File: config.mk
export PLATFORM = sky130hd
export DESIGN_NAME = alu_share_ctrl
export DESIGN_NICKNAME = d
export VERILOG_FILES = /design/src/rtl/alu_share_pkg.sv /design/src/rtl/alu_share_arb.sv /design/src/rtl/alu_share_ctrl.sv
export SDC_FILE = /design/constraint.sdc
export NUM_CORES = 1
export LEC_CHECK = 0
export ABC_AREA = 0
export CAP_MARGIN = 10
export CORE_UTILIZATION = 38
export CTS_BUF_LIST = sky130_fd_sc_hd__clkbuf_16
export CTS_CLUSTER_SIZE = 14
export DETAILED_ROUTE_END_ITERATION = 16
export PLACE_DENSITY = 0.85
export SLEW_MARGIN = 20
export SYNTH_ARGS = -nofsm -noshare
export SYNTH_HDL_FRONTEND = slang
export SYNTH_HIERARCHICAL = 1
export SYNTH_SLANG_ARGS = --single-unit
File: constraint.sdc
create_clock -name clk -period 1.7 [get_ports clk]
set_input_delay 0.255 -clock clk [delete_from_list [all_inputs] [get_ports clk]]
set_output_delay 0.255 -clock clk [all_outputs]
set_load 0.005 [all_outputs]
File: src/rtl/alu_share_pkg.sv
// Shared definitions for the alu_share_ctrl slice: FSM states, ALU selects, wait-counter width.
package alu_share_pkg;

  typedef enum logic [1:0] {
    IDLE = 2'd0,
    EXEC = 2'd1,
    RESP = 2'd2
  } state_e;

  localparam logic [2:0] ALU_PASS = 3'b000;
  localparam logic [2:0] ALU_ADD  = 3'b001;
  localparam logic [2:0] ALU_SUB  = 3'b010;
  localparam logic [2:0] ALU_MUL  = 3'b011;
  localparam logic [2:0] ALU_HALF = 3'b100;

  localparam int unsigned CNT_W = 4;

endpackage

File: src/rtl/alu_share_arb.sv
// Combinational one-hot grant for the shared ALU.
// ALU_SHARE_RR_EN selects round-robin from ptr_i; otherwise fixed priority, lowest index wins.
module alu_share_arb
  import alu_share_pkg::*;
#(
  parameter int unsigned N_REQ = 2,
  parameter int unsigned IDX_W = (N_REQ > 1) ? $clog2(N_REQ) : 1
) (
  input  logic [N_REQ-1:0] req_valid_i,
`ifdef ALU_SHARE_RR_EN
  input  logic [IDX_W-1:0] ptr_i,
`endif
  output logic [N_REQ-1:0] grant_o
);

  logic             found;
  logic [IDX_W-1:0] idx;

  always_comb begin
    grant_o = '0;
    found   = 1'b0;
    idx     = '0;
    for (int unsigned k = 0; k < N_REQ; k++) begin
`ifdef ALU_SHARE_RR_EN
      idx = IDX_W'((32'(ptr_i) + k) % N_REQ);
`else
      idx = IDX_W'(k);
`endif
      if (!found && req_valid_i[idx]) begin
        grant_o[idx] = 1'b1;
        found        = 1'b1;
      end
    end
  end

endmodule

File: src/rtl/alu_share_ctrl.sv
// Time-shares one external signed ALU among N_REQ requesters (IDLE -> EXEC -> RESP).
// Optional macro ALU_SHARE_RR_EN: round-robin arbitration instead of fixed priority.
module alu_share_ctrl
  import alu_share_pkg::*;
#(
  parameter int unsigned WIDTH     = 8,
  parameter int unsigned W_ALU_SEL = 3,
  parameter int unsigned N_REQ     = 2,
  parameter int unsigned MUL_LAT   = 2
) (
  input  logic                       clk,
  input  logic                       rstn,
  input  logic [N_REQ-1:0]           req_valid,
  output logic [N_REQ-1:0]           req_ready,
  input  logic [N_REQ*WIDTH-1:0]     req_a,
  input  logic [N_REQ*WIDTH-1:0]     req_b,
  input  logic [N_REQ*W_ALU_SEL-1:0] req_sel,
  output logic [N_REQ-1:0]           rsp_valid,
  input  logic [N_REQ-1:0]           rsp_ready,
  output logic [WIDTH-1:0]           rsp_data,
  output logic                       rsp_flag_n,
  output logic                       rsp_flag_c,
  output logic [WIDTH-1:0]           alu_bus_a,
  output logic [WIDTH-1:0]           alu_bus_b,
  output logic [W_ALU_SEL-1:0]       alu_sel,
  input  logic [WIDTH-1:0]           alu_out,
  input  logic                       alu_flag_n,
  input  logic                       alu_flag_c,
  output logic                       busy
);

  localparam int unsigned IDX_W = (N_REQ > 1) ? $clog2(N_REQ) : 1;

  state_e                 state_q, state_d;
  logic [WIDTH-1:0]       a_q, a_d, b_q, b_d, data_q, data_d;
  logic [W_ALU_SEL-1:0]   sel_q, sel_d;
  logic [IDX_W-1:0]       g_q, g_d;
  logic [CNT_W-1:0]       cnt_q, cnt_d;
  logic                   fn_q, fn_d, fc_q, fc_d;
  logic [N_REQ-1:0]       grant;

`ifdef ALU_SHARE_RR_EN
  logic [IDX_W-1:0]       ptr_q, ptr_d;
`endif

  alu_share_arb #(
    .N_REQ (N_REQ),
    .IDX_W (IDX_W)
  ) u_arb (
    .req_valid_i (req_valid),
`ifdef ALU_SHARE_RR_EN
    .ptr_i       (ptr_q),
`endif
    .grant_o     (grant)
  );

  always_ff @(posedge clk) begin
    if (!rstn) begin
      state_q <= IDLE;
      a_q     <= '0;
      b_q     <= '0;
      sel_q   <= '0;
      g_q     <= '0;
      cnt_q   <= '0;
      data_q  <= '0;
      fn_q    <= 1'b0;
      fc_q    <= 1'b0;
`ifdef ALU_SHARE_RR_EN
      ptr_q   <= '0;
`endif
    end else begin
      state_q <= state_d;
      a_q     <= a_d;
      b_q     <= b_d;
      sel_q   <= sel_d;
      g_q     <= g_d;
      cnt_q   <= cnt_d;
      data_q  <= data_d;
      fn_q    <= fn_d;
      fc_q    <= fc_d;
`ifdef ALU_SHARE_RR_EN
      ptr_q   <= ptr_d;
`endif
    end
  end

  always_comb begin
    state_d   = state_q;
    a_d       = a_q;
    b_d       = b_q;
    sel_d     = sel_q;
    g_d       = g_q;
    cnt_d     = cnt_q;
    data_d    = data_q;
    fn_d      = fn_q;
    fc_d      = fc_q;
`ifdef ALU_SHARE_RR_EN
    ptr_d     = ptr_q;
`endif
    req_ready = '0;
    rsp_valid = '0;
    alu_bus_a = '0;
    alu_bus_b = '0;
    alu_sel   = W_ALU_SEL'(ALU_PASS);

    unique case (state_q)
      IDLE: begin
        req_ready = grant;
        if (|grant) begin
          for (int unsigned i = 0; i < N_REQ; i++) begin
            if (grant[i]) begin
              a_d   = req_a[i*WIDTH +: WIDTH];
              b_d   = req_b[i*WIDTH +: WIDTH];
              sel_d = req_sel[i*W_ALU_SEL +: W_ALU_SEL];
              g_d   = IDX_W'(i);
            end
          end
          cnt_d   = (sel_d == W_ALU_SEL'(ALU_MUL)) ? CNT_W'(MUL_LAT - 1) : '0;
          state_d = EXEC;
        end
      end
      EXEC: begin
        alu_bus_a = a_q;
        alu_bus_b = b_q;
        alu_sel   = sel_q;
        if (cnt_q == '0) begin
          data_d  = alu_out;
          fn_d    = alu_flag_n;
          fc_d    = alu_flag_c;
          state_d = RESP;
        end else begin
          cnt_d = cnt_q - 1'b1;
        end
      end
      RESP: begin
        rsp_valid[g_q] = 1'b1;
        // Only the owning requester's rsp_ready can retire the response.
        if (rsp_ready[g_q]) begin
          state_d = IDLE;
`ifdef ALU_SHARE_RR_EN
          ptr_d = (g_q == IDX_W'(N_REQ - 1)) ? '0 : g_q + 1'b1;
`endif
        end
      end
      default: state_d = IDLE;
    endcase
  end

  assign rsp_data   = data_q;
  assign rsp_flag_n = fn_q;
  assign rsp_flag_c = fc_q;
  assign busy       = (state_q != IDLE);

endmodule
Yosys cells after proc, flatten, opt, wreduce, memory -nomap -nowiden
Cells that the tools add are included.
Operators by class
  multiplexer cells: 29
  reductions and logical operators: 14
  $add $sub $neg: 1
  magnitude comparators: 2
  equality and inequality tests: 7
Operator list (count)
  8-bit two-way mux: 6
  3-bit two-way mux: 5
  2-bit two-way mux: 5
  3-bit AND reduction: 3
  1-bit two-way mux: 8
  4-bit two-way mux: 2
  2-bit inequality test, second input constant: 4
  4-bit case mux with 2 select lines: 1
  2-bit case mux with 3 select lines: 1
  2-bit nonzero test: 3
  4-bit logical NOT: 1
  2-bit AND reduction: 2
  4-bit by 1-bit subtractor with 4-bit output, second input constant: 1
  3-bit by 2-bit equality test with 1-bit output, second input constant: 1
  2-bit by 1-bit equality test with 1-bit output, second input constant: 1
  2-bit equality test, second input constant: 1
  1-bit logical AND: 2
  2-bit logical NOT: 1
  1-bit by 2-bit less-than comparator with 1-bit output, second input constant: 1
  2-bit OR reduction: 1
  1-bit demux with 1-bit select: 1
  1-bit greater-or-equal comparator, second input constant: 1
  1-bit logical NOT: 1
Storage, ports and cells
  word-level logic and storage cells: 62
  output and inout port bits: 34
  register bits: 36

Longest topological paths before layout
Gate-level depths: netlist (run 1).
  depth after elaboration: 11
  mapped depth: 7

Hierarchy
The synthesis (run 1) kept the hierarchy.
Modules (own cells, without submodules)
  alu_share_ctrl: cells each 213, instances 1, sequential area each 720.7 µm², area an instance 1890.6 µm²
  alu_share_arb: cells each 2, instances 1, sequential area each 0.0 µm², area an instance 21.3 µm²

Least setup slack after synthesis (run 1)
OpenSTA, ideal clock, no wires.
  kind: register -> register
  start point: register cnt_q[0]
  end point: register cnt_q[0]
  required time: 1.580 ns
  arrival: 1.292 ns
  setup time: 0.120 ns
  stages on the path, launching flop included: 7
  buffers on the path: 0
  slack: 0.288 ns
  period minus slack after synthesis: 1.412 ns
  path through: dfxtp_1 -> inv_1 -> ha_1 -> or3b_4 -> nand2_4 -> and3_1 -> o31a_1
On the way
  cells in the longest elaborated chain, start to end: 3
  elaborated cells between the ends (all ways): 6
  those cells by class: 1 x add/sub; 1 x eq/ne; 2 x mux; 2 x reduce/logical
RTL lines
  start: declaration: line alu_share_ctrl.sv:38  | logic [CNT_W-1:0] cnt_q, cnt_d;
  start signal: assignment: line alu_share_ctrl.sv:77  | cnt_q <= cnt_d;
  4-bit by 1-bit subtractor with 4-bit output or 4-bit logical NOT (tied branches): line alu_share_ctrl.sv:132, alu_share_ctrl.sv:126
  4-bit two-way mux or 2-bit inequality test (tied branches)
  4-bit case mux with 2 select lines or 3-bit AND reduction (tied branches)
Several ways; a longest one is shown, not always the timed one. The select of a mux whose other input is x is not followed.
A chain may end at the register's enable or synchronous reset.

Worst setup path after layout (run 1)
  start point: register state_q[1]
  end point: output alu_bus_a[3]
On the way
  cells in the longest elaborated chain, start to end: 2
RTL lines
  start: declaration: line alu_share_ctrl.sv:34  | state_e state_q, state_d;
  start signal: assignment: line alu_share_ctrl.sv:72  | state_q <= state_d;
  2-bit by 1-bit equality test with 1-bit output: line alu_share_ctrl.sv:106  | unique case (state_q)
  8-bit two-way mux: line alu_share_ctrl.sv:106
  end: declaration: line alu_share_ctrl.sv:23  | output logic [WIDTH-1:0] alu_bus_a,
Every way passes these cells.

==> results of run 1 <==
[cells by family after synthesis]
family,after synthesis
simple gates,95
mux,17
buf+inv,21
compound gates,42
flops,36
fa+ha+maj,2
xor+xnor,2
[area by class of cell]
cell class | count | area (µm²)
clock buffer | 5 | 125
multi-input combinational | 161 | 1110
clock inverter | 3 | 11.3
inverter | 5 | 18.8
timing repair buffer | 108 | 1030
fill | 397 | 1680
sequential | 36 | 728
tap | 67 | 83.8
[state kept, by name, indices dropped and copies added (netlist names)]
name	flops
state_q	2
rsp_flag_n	1
cnt_q	4
b_q	8
a_q	8
sel_q	3
rsp_data	8
rsp_flag_c	1
g_q	1
[routing by layer]
layer | GRT usage, % | part of all wire (%) | vias up
li1 | - | - | 933
met1 | 25.8 | 43 | 843
met2 | 35.5 | 49 | 60
met3 | 5.94 | 6.2 | 6
met4 | 7.19 | 1.3 | 0
met5 | 0 | 0 | -
[timing repair]
item	in CTS	in global routing
endpoints found under the setup margin	24	2
resized for setup	35	4
setup buffers	3	0
cloned	3	0
pin swaps	0	0
[through the flow]
| stage | setup TNS, ns | utilization, % | power, mW | hold WS, ns | cell area [µm²] |
|---|---|---|---|---|---|
| floorplan | 0 | - | 1.46 | 0.383 | 1910 |
| global placement | -0.374 | 61.1 | 1.82 | 0.442 | 2920 |
| detailed placement | -0.582 | 61.1 | 1.84 | 0.450 | 2920 |
| CTS | 0 | 64.6 | 2.71 | 0.454 | 3090 |
| global route | 0 | 64.8 | 2.85 | 0.472 | 3100 |
| finish | 0 | 64.8 | 2.69 | 0.451 | 3100 |
[cell usage in the layout (no fill, tap or decap), types with 3 or more instances in the layout]
master,instances
clkdlybuf4s50_1,62
mux2i_1,17
and2_1,10
a21oi_1,17
buf_4,18
and2_2,10
a211oi_2,14
dlygate4sd2_1,25
nor3_1,4
nand2_1,23
inv_1,7
nor2_1,27
nand3_1,3
dfxtp_1,34
clkbuf_16,5
a211oi_1,4
[final timing paths]
path / from / end / slack, ns / cells after the start
worst max-delay path: state_q[1] / alu_bus_a[3] / 0.04 / 4
worst min-delay path: rsp_data[4] / rsp_data[4] / 0.45 / 2
worst max register to register: state_q[1] / cnt_q[0] / 0.19 / 6
worst min register to register: rsp_data[4] / rsp_data[4] / 0.45 / 2
[power groups by stage]
| stage | Clock (mW) | Sequential (mW) | Combinational, mW |
|---|---|---|---|
| after global placement | 0 | 1.01 | 0.809 |
| after CTS | 0.864 | 1.01 | 0.837 |
| after floorplan | 0 | 1.01 | 0.446 |
| after global routing | 0.912 | 1.02 | 0.915 |
| after detailed placement | 0 | 1.02 | 0.824 |
| final | 0.842 | 1.01 | 0.838 |
[tightest hold or removal path, delay by kind of cell, from the launching register on]
kind | cells | cell delay, ns
flip-flops | 1 | 0.30
AND/OR/NAND/NOR | 1 | 0.05
AO/OA/AOI/OAI | 1 | 0.05
==> impl_metrics.py, run 1 <==
metrics = {
    "timing": {
        "fin_skew_ns": 0.00291,
        "max_freq_ghz": 0.603,
        "worst_pin_slew_ns": 0.323,
        "slew_viol_final": 0,
        "fin_crit_ns": 1.66,
        "post-route-period-util_pct": 97.5,
        "slew_headroom_pct": 78.4,
        "setup_slack_ns": 0.0420,
        "finalSetupViolations": 0,
        "grt_setup_unrepaired": "false",
        "finalHoldViolCount": 0,
    },
    "clocking": {
        "cts-buffers-inserted": 5,
        "clk_pin_slew_ns": 0.05,
        "clk_latency_ns": 0.28,
        "h-tree-depth": 2,
        "cts-root-buf": "clkbuf_16",
        "cts_sinks": 36,
        "cts_tree": "built",
        "hold_buffers": 0,
        "cts_max_path_buffers": 2,
    },
    "logic_synthesis": {
        "avgSynthCellArea_um2": 8.89,
        "synth_cells": 215,
        "synth-simple-area-share_pct": 26.9,
        "synth_top_family_by_area": "simple AND/OR/NAND/NOR gates",
        "synth_mux_area_share_pct": 8.90,
        "ys_ff_latch": 36,
        "yosys-top-cells-area": "dfxtp_1 (38%), a211oi_2 (9.2%), mux2i_1 (8.9%), nor2_1 (5.3%), nand2_1 (4.7%)",
        "synth_compound_area_share_pct": 17.9,
        "synth_ff_type": "dfxtp_1",
        "yosysTopAreaCell": "dfxtp_1",
        "synth_largest_type_area_fraction_pct": 37.7,
        "synth-edff-count": 0,
        "synth-seq-area-share_pct": 37.7,
        "synth.distinct_cells": 38,
        "syn_nets": 271,
        "yosysWarnings": 6,
        "synth_area_um2": 1910,
        "synth_xor_area_share_pct": 0.916,
        "synth_most_common_cell": "dfxtp_1",
        "synth-async-reset-ratio_pct": 0,
        "synth_adder_area_share_pct": 1.31,
        "yosys-top-cells-count": "dfxtp_1 (36), nor2_1 (27), nand2_1 (24)",
    },
    "drt": {
        "drc_errors": 0,
        "drtPass1Iterations": 4,
        "ant_nets": 0,
        "vias": 1842,
        "drt_wl_total_um": 5190,
        "vias_per_cell": 4.78,
        "post_drt_wl_per_cell_um": 13.5,
        "dr.first_iter.drc_count": 121,
    },
    "placed_design": {
        "post-dp-hpwl_um": 3680,
        "dp.cells": 371,
        "gp_congestion": 0.867,
        "pre_cts_ws_ns": -0.162,
        "portBuffers": 87,
    },
    "grt": {
        "grt_usage_pct": 21.1,
        "grt_max_degree": 17,
        "grt-ovfl-total": 0,
        "antenna_found_initial": 0,
        "grt_pass1_vias": 1826,
        "grt_pass1_wl_um": 8500,
    },
    "worst_setup_path": {
        "cpLargestDelayFamily": "buffers and inverters",
        "slowest_delay_ns": 0.37,
        "endpoint_kind": "output pin",
        "worst-path-max-fanout": 5,
        "cp_slowest_cell": "dfxtp_4",
        "worstSetupStartpointType": "register",
        "cp.arrival_ns": 1.40,
        "required_ns": 1.44,
        "criticalPathCategory": "reg2out",
        "path_buf_inv": 2,
        "crit_chain": "and2b_4 > buf_4 > and2_1 > dlygate4sd2_1",
    },
    "die": {
        "dieArea_um2": 5320,
        "ios": 88,
        "die_w_um": 72.9,
        "core-area_um2": 4790,
        "row_count": 25,
        "start_util_pct": 39.9,
        "fp.dieH_um": 72.9,
    },
    "run": {
        "max_cap_violations": 0,
    },
    "pwr": {
        "p_per_area_nw_per_um2": 868,
        "p_int_mw": 1.94,
        "max-vdd-ir-drop_v": 0.000538,
        "switching_share_pct": 27.8,
        "p_switching_mw": 0.750,
        "combPwrFrac_pct": 31.1,
        "p_leak_nw": 1.33,
        "seqPwrFrac_pct": 37.6,
        "p_clk_share_pct": 31.3,
    },
    "layout": {
        "drive_gt1_share_pct": 20.8,
        "final_cells": 385,
        "syn2layout_area_growth_pct": 62.2,
        "antenna_cells": 0,
        "nets": 373,
    },
    "worst_hold_path": {
        "hp-class": "reg2reg",
    },
    "outcome": {
        "status": "finished clean",
    },
}
Power figures use the tool's default switching activity.
==> run 2: changes to the inputs <==
==> constraint.sdc (replaced) <==
create_clock -name clk -period 1.7 [get_ports clk]
set_input_delay 0.255 -clock clk [delete_from_list [all_inputs] [get_ports clk]]
set_output_delay 0.255 -clock clk [all_outputs]
set_load 0.02 [all_outputs]
==> run 2 against run 1 <==
Wire length fell by 2.4%. Die area did not move. Utilization fell by 0.99 points. Critical endpoint is now alu_sel[0]. Highest routed layer unchanged. Cell count fell by 1.8%.
==> impl_metrics.py, run 2 (synthesis results as in run 1) <==
metrics = {
    "outcome": {
        "status": "finished clean",
    },
    "placed_design": {
        "gp_congestion": 0.881,
        "portBuffers": 87,
        "pre_cts_ws_ns": -0.249,
        "post-dp-hpwl_um": 3820,
    },
    "grt": {
        "grt-ovfl-total": 0,
        "antenna_found_initial": 0,
        "grt_usage_pct": 20.7,
        "grt_pass1_vias": 1797,
        "grt_max_degree": 16,
        "grt_pass1_wl_um": 8310,
    },
    "die": {
        "row_count": 25,
        "dieArea_um2": 5320,
        "ios": 88,
        "die_w_um": 72.9,
        "core-area_um2": 4790,
        "start_util_pct": 39.9,
        "fp.dieH_um": 72.9,
    },
    "timing": {
        "finalHoldViolCount": 0,
        "post-route-period-util_pct": 97.9,
        "holdWs_ns": 0.451,
        "setup_slack_ns": 0.0357,
        "slew_viol_final": 0,
        "worst_pin_slew_ns": 0.337,
        "slew_headroom_pct": 77.0,
        "fin_crit_ns": 1.66,
        "finalSetupViolations": 0,
        "max_freq_ghz": 0.601,
        "fin_skew_ns": 0.00692,
    },
    "drt": {
        "drtPass1Iterations": 4,
        "dr.first_iter.drc_count": 90,
        "post_drt_wl_per_cell_um": 13.4,
        "vias": 1814,
        "drc_errors": 0,
        "drt_wl_total_um": 5070,
        "ant_nets": 0,
        "vias_per_cell": 4.80,
    },
    "pwr": {
        "p_leak_nw": 1.22,
        "max-vdd-ir-drop_v": 0.000561,
        "p_per_area_nw_per_um2": 896,
    },
    "run": {
        "max_cap_violations": 0,
    },
    "clocking": {
        "clk_latency_ns": 0.28,
        "h-tree-depth": 2,
        "cts_sinks": 36,
        "cts_max_path_buffers": 2,
        "clk_pin_slew_ns": 0.05,
        "postCtsSetupBuffers": 0,
        "cts-root-buf": "clkbuf_16",
        "cts_tree": "built",
        "hold_buffers": 0,
        "cts-buffers-inserted": 5,
    },
    "worst_setup_path": {
        "cpLargestDelayFamily": "simple AND/OR/NAND/NOR gates",
        "cp_slowest_cell": "dlygate4sd2_1",
        "worst-path-max-fanout": 10,
        "path_buf_inv": 1,
        "required_ns": 1.44,
        "crit_chain": "and2b_4 > and2_1 > dlygate4sd2_1",
        "cp.arrival_ns": 1.41,
        "worstSetupStartpointType": "register",
        "criticalPathCategory": "reg2out",
        "slowest_delay_ns": 0.35,
        "endpoint_kind": "output pin",
    },
    "layout": {
        "syn2layout_area_growth_pct": 59.8,
        "antenna_cells": 0,
        "final_common_cell": "clkdlybuf4s50_1",
        "drive_gt1_share_pct": 19.3,
        "layout_common_cells": "clkdlybuf4s50_1 (63), dfxtp_1 (36), nor2_1 (27)",
        "fillers": 403,
        "nets": 367,
    },
    "worst_hold_path": {
        "hp-class": "reg2reg",
    },
}
[run 2: cell count changes in the layout (fill, tap and decap cells not counted), sizes merged, moves of 2 or more]
cell,change
and2b,-2
inv,-2
dlygate4sd2,-18
clkbuf,+2
clkdlybuf4s15,+15
buf,-4
[run 2: repair_timing]
| item | CTS | global route |
|---|---|---|
| gates cloned | 1 | 0 |
| resized for setup | 27 | 22 |
| endpoints found under the setup margin | 24 | 19 |
| pin swaps | 0 | 0 |
[run 2: per-layer routing]
layer	track usage (%)	vias to the layer above	share of wire (%)
met1	24.0	825	44
met2	36.2	56	50
met4	8.71	0	1.9
met3	5.11	9	4.8
met5	0	-	0
li1	-	924	-
[run 2: worst register-to-register path: cells and delay by family (launching register included)]
family	cells	cell delay [ns]
adder cells (fa/ha/maj)	1	0.22
flip-flops	1	0.36
AO/OA/AOI/OAI	1	0.26
AND/OR/NAND/NOR	3	0.49
buffers and inverters	1	0.08
[run 2: power by group]
part	internal, mW	switching (mW)	total (mW)
clock network	0.523	0.318	0.842
logic	0.451	0.443	0.894
registers	0.948	0.0530	1.00
[run 2: worst paths after layout]
| check | startpoint | to | slack [ns] | cells past startpoint |
|---|---|---|---|---|
| worst max-delay path | state_q[1] | alu_sel[0] | 0.04 | 3 |
| worst max register to register | cnt_q[0] | cnt_q[0] | 0.17 | 6 |
| worst min register to register | rsp_data[2] | rsp_data[2] | 0.45 | 2 |
| worst min-delay path | rsp_data[2] | rsp_data[2] | 0.45 | 2 |
[run 2: final cells by class]
type / instances / area, µm² / area share (%)
Multi-Input combinational cell: 159 / 1090 / 35.8
Timing Repair Buffer: 104 / 1000 / 32.9
Sequential cell: 36 / 721 / 23.6
Clock buffer: 5 / 125 / 4.10
Tap cell: 67 / 83.8 / 2.74
Inverter: 5 / 18.8 / 0.615
Clock inverter: 2 / 7.51 / 0.246
[run 2: stage by stage]
step	utilization, %	TNS (ns)	power [mW]	cell area [µm²]	std cells
global route	63.8	-0.00405	2.89	3050	378
finish	63.8	0	2.74	3050	378
detailed placement	60.9	-3.49	1.93	2920	370
global placement	60.9	-2.79	1.90	2920	370
floorplan	-	0	1.53	1910	215
CTS	63.3	0	2.77	3030	378
==> run 3: changes to the inputs <==
- CAP_MARGIN: 10 -> 40
==> results of run 3 <==
Final layout, timing and power as in run 2 (identical DEF).
